`config.mk`:
```
export PLATFORM = sky130hd
export DESIGN_NAME = flag_unit_flat
export DESIGN_NICKNAME = d
export VERILOG_FILES = /design/src/rtl/flag_unit_if.sv /design/src/rtl/flag_unit.sv /design/src/flat_wrapper.sv
export SDC_FILE = /design/constraint.sdc
export NUM_CORES = 1
export LEC_CHECK = 0
export CAP_MARGIN = 10
export CORE_MARGIN = 1.5
export CORE_UTILIZATION = 18
export DETAILED_ROUTE_END_ITERATION = 8
export GPL_ROUTABILITY_DRIVEN = 0
export HOLD_SLACK_MARGIN = 0.1
export PLACE_DENSITY = 0.85
export SLEW_MARGIN = 25
export SYNTH_ARGS = -nofsm -noshare
export SYNTH_HDL_FRONTEND = slang
export SYNTH_SLANG_ARGS = --single-unit
```
`constraint.sdc`:
```
create_clock -name clk -period 1 [get_ports clk]
set_input_delay 0.2 -clock clk [delete_from_list [all_inputs] [get_ports clk]]
set_output_delay 0.2 -clock clk [all_outputs]
set_load 0.005 [all_outputs]
```
`src/rtl/flag_unit_if.sv`:
```
// Bundle between the EX/ID pipeline stages and the flag unit: EX writer info,
// the ID branch instruction, and the flag results.
interface flag_unit_if;
  logic        ex_valid;
  logic [3:0]  ex_opcode;
  logic        ex_flush;
  logic        stall_in;
  logic [15:0] alu_result;
  logic        alu_ovfl;
  logic [15:0] id_instruction;
  logic [2:0]  flags_stored;
  logic [2:0]  flags_fwd;
  logic        flag_stall;
  logic        flag_wr;

  modport master (
    output ex_valid, ex_opcode, ex_flush, stall_in, alu_result, alu_ovfl, id_instruction,
    input  flags_stored, flags_fwd, flag_stall, flag_wr
  );

  modport slave (
    input  ex_valid, ex_opcode, ex_flush, stall_in, alu_result, alu_ovfl, id_instruction,
    output flags_stored, flags_fwd, flag_stall, flag_wr
  );
endinterface

```
`src/rtl/flag_unit.sv`:
```
// {N,Z,V} condition-flag register with branch hazard handling.
// Define FLAG_UNIT_FWD_EN to forward EX flags to the ID branch instead of stalling.
module flag_unit (
  input  logic         clk,
  input  logic         rst_n,
  flag_unit_if.slave   bus
);

  logic [2:0] r_flags;
  logic       r_flag_wr;

  logic       w_writer_nzv;
  logic       w_writer_z;
  logic       w_ex_live;
  logic       w_commit;
  logic       w_branch;
  logic       w_hazard;
  logic       w_n;
  logic       w_z;
  logic       w_v;
  logic [2:0] w_next_flags;
  logic       w_unused_id_bits;

  always_comb begin
    w_writer_nzv = 1'b0;
    w_writer_z   = 1'b0;
    case (bus.ex_opcode)
      4'b0000, 4'b0001:                   w_writer_nzv = 1'b1;
      4'b0010, 4'b0100, 4'b0101, 4'b0110: w_writer_z   = 1'b1;
      default: ;
    endcase
  end

  assign w_n = bus.alu_result[15];
  assign w_z = (bus.alu_result == 16'h0000);
  assign w_v = bus.alu_ovfl;

  // Z-only writers keep the stored N and V.
  always_comb begin
    w_next_flags = r_flags;
    if (w_writer_nzv)
      w_next_flags = {w_n, w_z, w_v};
    else if (w_writer_z)
      w_next_flags = {r_flags[2], w_z, r_flags[0]};
  end

  assign w_ex_live = bus.ex_valid & ~bus.ex_flush;
  assign w_commit  = w_ex_live & ~bus.stall_in & (w_writer_nzv | w_writer_z);
  assign w_branch  = (bus.id_instruction[15:13] == 3'b110);
  assign w_hazard  = w_branch & w_ex_live & (w_writer_nzv | w_writer_z);
  assign w_unused_id_bits = ^bus.id_instruction[12:0];

  always_ff @(posedge clk or negedge rst_n) begin
    if (!rst_n) begin
      r_flags   <= 3'b000;
      r_flag_wr <= 1'b0;
    end else begin
      if (w_commit)
        r_flags <= w_next_flags;
      r_flag_wr <= w_commit;
    end
  end

  assign bus.flags_stored = r_flags;
  assign bus.flag_wr      = r_flag_wr;

`ifdef FLAG_UNIT_FWD_EN
  // Reset gating keeps the combinational forward path quiet while rst_n is low.
  assign bus.flags_fwd  = !rst_n ? 3'b000 : (w_hazard ? w_next_flags : r_flags);
  assign bus.flag_stall = 1'b0;
`else
  assign bus.flags_fwd  = r_flags;
  assign bus.flag_stall = rst_n & w_hazard;
`endif

endmodule

```
`src/flat_wrapper.sv`:
```
// flat-port wrapper written by rule: the top's interface ports become plain ports
module flag_unit_flat 
  (clk, rst_n, bus_ex_valid, bus_ex_opcode, bus_ex_flush, bus_stall_in, bus_alu_result, bus_alu_ovfl, bus_id_instruction, bus_flags_stored, bus_flags_fwd, bus_flag_stall, bus_flag_wr);
  flag_unit_if bus_i ();
  input  logic clk;
  input  logic rst_n;
  input wire logic [$bits(bus_i.ex_valid)-1:0] bus_ex_valid;
  input wire logic [$bits(bus_i.ex_opcode)-1:0] bus_ex_opcode;
  input wire logic [$bits(bus_i.ex_flush)-1:0] bus_ex_flush;
  input wire logic [$bits(bus_i.stall_in)-1:0] bus_stall_in;
  input wire logic [$bits(bus_i.alu_result)-1:0] bus_alu_result;
  input wire logic [$bits(bus_i.alu_ovfl)-1:0] bus_alu_ovfl;
  input wire logic [$bits(bus_i.id_instruction)-1:0] bus_id_instruction;
  output wire logic [$bits(bus_i.flags_stored)-1:0] bus_flags_stored;
  output wire logic [$bits(bus_i.flags_fwd)-1:0] bus_flags_fwd;
  output wire logic [$bits(bus_i.flag_stall)-1:0] bus_flag_stall;
  output wire logic [$bits(bus_i.flag_wr)-1:0] bus_flag_wr;
  assign bus_i.ex_valid = bus_ex_valid;
  assign bus_i.ex_opcode = bus_ex_opcode;
  assign bus_i.ex_flush = bus_ex_flush;
  assign bus_i.stall_in = bus_stall_in;
  assign bus_i.alu_result = bus_alu_result;
  assign bus_i.alu_ovfl = bus_alu_ovfl;
  assign bus_i.id_instruction = bus_id_instruction;
  assign bus_flags_stored = bus_i.flags_stored;
  assign bus_flags_fwd = bus_i.flags_fwd;
  assign bus_flag_stall = bus_i.flag_stall;
  assign bus_flag_wr = bus_i.flag_wr;
  flag_unit u_core (.clk(clk), .rst_n(rst_n), .bus(bus_i));
endmodule
```
==> qor.yml, run 1 <==
run_status:
  status: "finished, violations left"
  violations: "setup timing"
power:
  power_uw: 696.6
  intPower_uw: 531.1
  p_sw_uw: 165.5
  power_frac_clock_pct: 28.9
  powerDensity_nw_per_um2: 918.7
  power.leakage_uw: 0.0003791
  p_seq_share_pct: 28.5
  combPwrFrac_pct: 42.6
  p_sw_share_pct: 23.76
  ir_drop_mv: 0.3690
sta:
  tightest_slew_ps: 218.1
  setup_viol: 4
  period_needed_ps: 1082
  hold_violations: 0
  relSlewSlack_pct: 85.33
  fin_skew_ps: 0
  finalCritPeriodShare_pct: 108.2
  fmax_ghz: 0.9244
  tns_ps: -188.0
  slew_viol_final: 0
  rsz0062_at_grt: "yes"
  finalWorstSetupSlack_ps: -81.73
  hold_ws_ps: 260.3
floorplan:
  pin_count: 50
  die_area_sq_um: 1593
  die_w_um: 39.91
  start_util_pct: 19.08
  coreArea_sq_um: 1285
  die_y_um: 39.91
  num_rows: 13
logic_synthesis:
  synth_fa_ha_area_share_pct: 0
  syn-cell-area_sq_um: 245.2
  synth-simple-area-share_pct: 31.63
  synth_cell_types: 11
  ys.flop_type: "dfrtp_1"
  synth_xor_area_share_pct: 0
  synth_nets: 65
  synthArstFlopShare_pct: 100.0
  yosysSeqAreaShare_pct: 40.82
  synth_compound_area_share_pct: 3.571
  synth_top_family_by_area: "simple AND/OR/NAND/NOR gates"
  synth_mux_area_share_pct: 13.27
  yosysWarnings: 0
  synth.most_common_cell: "nor4_1"
  synthTopCellsByArea: "dfrtp_1 41%, nor4_1 15%, buf_4 9.2%, mux2_1 9.2%, nor3b_4 7.7%"
  synth_common_cells: "6 x nor4_1, 4 x dfrtp_1, 3 x buf_4"
  synth_top_cell_area_share_pct: 40.82
  postSynthCellCount: 23
  synth.avg_cell_area_sq_um: 10.66
  synth.largest_area_cell: "dfrtp_1"
  synth_seq_cells: 4
  synth_edf_count: 0
layout:
  syn_to_final_growth_pct: 209.2
  drive_gt1_share_pct: 48.61
  diodes: 0
  fin_util_pct: 59.01
  fillerInstances: 126
  num-nets-final: 116
global_route:
  grt_remaining_overflow: 0
  grt_pass1_vias: 391
  grt_max_degree: 5
  grt_pass1_wl_um: 1662
  grt_usage_pct: 16.61
  grt_antenna_before_repair: 0
setup_path:
  crit_arrival_ps: 880
  slowest_stage: "a211o_1"
  critical_path_class: "primary input to output port"
  worst_setup_path_start_kind: "primary input"
  slowest_delay_ps: 310
  worst_setup_path_end_kind: "output port"
  cp_max_fo: 2
  worstPathCellList: "buf_6 -> a211o_1 -> nor4_2 -> buf_2"
  cp_data_required_time_ps: 800
route:
  wire_per_inst_um: 11.86
  routed_wl_um: 1032
  routed_via_density: 4.322
  drc_errors: 0
  antenna_left: 0
  drt_iter0_markers: 3
  vias: 376
  drt_pass1_iterations: 3
cts:
  cts_buffer_depth: 2
  clkLatencyLatePin_ps: 230
  clock-sinks: 4
  cts_root_buf: "clkbuf_4"
  cts_tree: "yes"
  cts_made_buffers: 3
  cts.clk_slew.worst_paths_ps: 40
  h-tree-depth: 1
place:
  port_buffers: 36
  place_ws_ps: -950.3
  hpwl_um: 843.9
flow_run:
  maxCapViolCount: 0
worst_hold_path:
  hold_path_class: "primary input to flop"
routing by layer:
layer / wire length (um) / vias to the layer above / track usage (%)
met5: 0 / - / 0
li1: - / 185 / -
met3: 70 / 2 / 1.705
met4: 13 / 0 / 12.93
met1: 361 / 165 / 16.50
met2: 587 / 24 / 30.65
sequential cells by signal (all words and copies together), names as in the netlist:
| register | cells |
|---|---|
| u_core.bus.flag_wr | 1 |
| u_core.bus.flags_fwd | 3 |
worst paths after layout:
check	startpoint	depth (start not counted)	endpoint	slack (ps)
setup / recovery	bus_ex_opcode[0]	4	bus_flag_stall	-80
hold / removal	bus_stall_in	3	u_core.bus.flag_wr	260
setup reg to reg	u_core.bus.flags_fwd[2]	2	u_core.bus.flags_fwd[2]	100
hold reg to reg	u_core.bus.flags_fwd[0]	2	u_core.bus.flags_fwd[0]	620
max in group asynchronous	rst_n	3	u_core.bus.flags_fwd[1]	370
min in group asynchronous	rst_n	3	u_core.bus.flags_fwd[2]	530
power groups by stage:
stage | clock [uW] | sequential (uW) | combinational (uW)
6_report | 201 | 199 | 297
5_1_grt | 222 | 201 | 323
4_1_cts | 215 | 197 | 318
3_5_place_dp | 0 | 203 | 275
3_3_place_gp | 0 | 200 | 268
2_1_floorplan | 0 | 202 | 59.8
placed cells by master (no fill, tap or decap), drive strengths merged:
cell            n
nand2           2
mux2            2
clkbuf          4
nor4            6
dlymetal6s2s    4
dlygate4sd2     5
buf            23
nor3b           1
nand4           1
dlygate4sd3     1
inv             1
clkdlybuf4s15   1
dfrtp           4
a211o           1
clkdlybuf4s50  14
mux2i           1
nand3b          1
logic make-up after synthesis:
kind of cell           after synthesis
AO/OA/AOI/OAI                        1
buffers and inverters                4
flip-flops                           4
multiplexers                         3
AND/OR/NAND/NOR                     11
per-stage QoR:
stage,area [sq um],instances
final,758.2,87
after global routing,758.2,87
after CTS,752.0,88
after detailed placement,681.9,80
after global placement,681.9,80
after floorplan,257.7,23
area by class of cell:
class	instances	area [sq um]	share of cell area (%)
Tap cell	15	18.77	2.475
Multi-Input combinational cell	15	166.4	21.95
Clock buffer	3	22.52	2.970
Timing Repair Buffer	49	446.7	58.91
Sequential cell	4	100.1	13.20
Inverter	1	3.754	0.4950
what timing repair did:
action	in CTS	in global routing
hold buffers	1	0
setup endpoints to repair	12	7
gates resized for setup	65	7
setup buffers	4	0
endpoints found under the hold margin	4	0
pin swaps	4	7
critical path, delay by kind of cell:
kind / cells / cell delay (ps)
AO/OA/AOI/OAI: 1 / 310
buffers and inverters: 2 / 240
AND/OR/NAND/NOR: 1 / 130
Power figures use the tool's default switching activity.
==> run 2, diff against run 1 <==
==> constraint.sdc (replaced) <==
create_clock -name clk -period 1.05 [get_ports clk]
set_input_delay 0.21 -clock clk [delete_from_list [all_inputs] [get_ports clk]]
set_output_delay 0.21 -clock clk [all_outputs]
set_load 0.005 [all_outputs]
==> run 2 against run 1 <==
- the flow still finishes with violations (setup timing)
- count of clock-buffer cells in the layout is the same
- largest cell class unchanged
- worst setup slack better by 14 ps
- global-route usage down 2.7 points
- core utilization decreased by 5.2 points
==> qor.yml, run 2 (same netlist as run 1, synthesis figures left out) <==
route:
  antenna_left: 0  # unchanged
  met3_length_um: 78  # was 70 um
  drt_pass1_iterations: 4  # was 3
  wl_met2_um: 586  # was 587 um
  drc_errors: 0  # unchanged
  drt_iter0_markers: 3  # unchanged
  vias: 360  # was 376
  routed_wl_um: 952  # was 1032 um
  met1_length_um: 287  # was 361 um
  top_layer_used: "met3"  # was met4
  wire_per_inst_um: 11.75  # was 11.86 um
  routed_via_density: 4.444  # was 4.322
layout:
  stdcell_count: 81  # was 87
  num-nets-final: 110  # was 116
  largest_reg_flops: 3  # unchanged
  diodes: 0  # unchanged
  drive_gt1_share_pct: 42.42  # was 48.61%
  layout_common_cells: "15 x clkdlybuf4s50_1, 6 x nor4_2, 6 x dlygate4sd2_1"  # was 14 x clkdlybuf4s50_1, 9 x buf_4, 8 x buf_6
  syn_to_final_growth_pct: 182.1  # was 209.2%
  fillerInstances: 129  # was 126
  mostFrequentLayoutCell: "clkdlybuf4s50_1"  # unchanged
sta:
  finalWorstSetupSlack_ps: -67.32  # was -81.73 ps
  hold_ws_ps: 302.8  # was 260.3 ps
  fmax_ghz: 0.8950
  finalCritPeriodShare_pct: 106.4
  setup_viol: 2  # was 4
  rsz0062_at_grt: "yes"  # unchanged
  tightest_slew_ps: 220.1  # was 218.1 ps
  relSlewSlack_pct: 85.20  # was 85.33%
  period_needed_ps: 1117
  slew_viol_final: 0  # unchanged
  fin_skew_ps: 0  # unchanged
  hold_violations: 0  # unchanged
power:
  p_seq_share_pct: 29.9  # was 28.5%
  power_uw: 639.5  # was 696.6 uW
  intPower_uw: 484.8  # was 531.1 uW
  ir_drop_mv: 0.4620  # was 0.3690 mV
  power_frac_clock_pct: 30.5  # was 28.9%
  power.leakage_uw: 0.0003218  # was 0.0003791 uW
  p_sw_uw: 154.7  # was 165.5 uW
  p_sw_share_pct: 24.20  # was 23.76%
  powerDensity_nw_per_um2: 924.3  # was 918.7 nW/um^2
  combPwrFrac_pct: 39.6  # was 42.6%
cts:
  cts_buffer_depth: 2  # unchanged
  clock-sinks: 4  # unchanged
  cts_made_buffers: 3  # unchanged
  cts.clk_slew.worst_paths_ps: 40  # about the same
  cts_tree: "yes"  # unchanged
  clkLatencyLatePin_ps: 230  # about the same
  h-tree-depth: 1  # unchanged
  cts_root_buf: "clkbuf_4"  # unchanged
worst_hold_path:
  min_from: "bus_alu_result[12]"  # was bus_stall_in
  hold_path_class: "primary input to flop"  # unchanged
floorplan:
  die_y_um: 39.91  # unchanged
  die_area_sq_um: 1593  # unchanged
  coreArea_sq_um: 1285  # unchanged
  num_rows: 13  # unchanged
  die_w_um: 39.91  # unchanged
  pin_count: 50  # unchanged
  start_util_pct: 19.08  # unchanged
global_route:
  grt_usage_pct: 13.94  # was 16.61%
  grt_max_degree: 5  # unchanged
  grt_remaining_overflow: 0  # unchanged
  grt_pass1_vias: 369  # was 391
  grt_pass1_wl_um: 1393  # was 1662 um
  grt_antenna_before_repair: 0  # unchanged
place:
  placedCellCount: 74  # was 80
  port_buffers: 36  # unchanged
  place_ws_ps: -924.2  # was -950.3 ps
  hpwl_um: 765.8  # was 843.9 um
flow_run:
  maxCapViolCount: 0  # unchanged
setup_path:
  slowest_stage: "a211o_1"  # unchanged
  crit_arrival_ps: 910  # was 880 ps
  worst_setup_path_start_kind: "primary input"  # unchanged
  critical_path_class: "primary input to output port"  # unchanged
  slowest_delay_ps: 310  # about the same
  worst_setup_path_end_kind: "output port"  # unchanged
  cp_data_required_time_ps: 840  # was 800 ps
  worstPathCellList: "buf_6 -> a211o_1 -> nor4_2 -> buf_2"  # unchanged
  worst-path-buf-inv: 2  # unchanged
  r2r_start: "u_core.bus.flags_fwd[0]"  # was u_core.bus.flags_fwd[2]
  cp_max_fo: 2  # unchanged
  critPathLaunch: "bus_ex_opcode[0]"  # unchanged
  critPathTopFamily: "compound AO/OA/AOI/OAI gates"  # unchanged
run_status:
  status: "finished, violations left"  # unchanged
  violations: "setup timing"  # unchanged
[run 2: cell types whose count changed in the layout (fill, tap and decap cells not counted), moves of 2 or more]
cell	delta
buf_4	-4
dlymetal6s2s_1	-2
buf_2	-2
buf_6	-3
clkbuf_2	+2
nor4_2	+2
[run 2: worst paths after layout]
kind	end	slack, ps	cells past startpoint
setup / recovery	bus_flag_stall	-70	4
hold / removal	u_core.bus.flags_fwd[1]	300	4
max in group asynchronous	u_core.bus.flags_fwd[0]	430	3
hold reg to reg	u_core.bus.flags_fwd[1]	570	2
min in group asynchronous	u_core.bus.flags_fwd[2]	520	3
setup reg to reg	u_core.bus.flags_fwd[0]	50	3
[run 2: worst min-delay path, delay by kind of cell]
kind,cells,cell delay [ps]
buffers and inverters,1,90
multiplexers,1,60
AND/OR/NAND/NOR,2,130
[run 2: stage by stage]
stage	utilization (%)	setup TNS [ps]	cell area [sq um]
after floorplan	-	0	251.5
after global placement	49.08	-2732	630.6
after detailed placement	49.08	-2928	630.6
after CTS	52.58	-90.59	675.6
after global routing	53.85	-134.4	691.9
final	53.85	-67.79	691.9
[run 2: cell type report]
| class | instances | area (sq um) | area share, % |
|---|---|---|---|
| Multi-Input combinational cell | 15 | 160.2 | 23.15 |
| Inverter | 1 | 3.754 | 0.5425 |
| Timing Repair Buffer | 43 | 386.6 | 55.88 |
| Clock buffer | 3 | 22.52 | 3.255 |
| Tap cell | 15 | 18.77 | 2.712 |
| Sequential cell | 4 | 100.1 | 14.47 |
[run 2: power groups by stage]
| stage | registers [uW] | clock network, uW | logic [uW] |
|---|---|---|---|
| floorplan | 192 | 0 | 56.4 |
| global placement | 190 | 0 | 229 |
| detailed placement | 193 | 0 | 234 |
| CTS | 190 | 201 | 266 |
| global route | 194 | 212 | 275 |
| finish | 191 | 195 | 254 |
[run 2: per-layer routing]
layer / up-vias / track usage, %
met1: 163 / 12.46
li1: 173 / -
met5: - / 0
met2: 24 / 27.42
met3: 0 / 1.705
met4: 0 / 10.34
[run 2: repair_timing]
action	CTS	global route
endpoints found under the hold margin	4	0
hold buffers	1	0
setup buffers	4	0
setup endpoints to repair	12	8
pin swaps	6	4
gates resized for setup	53	11
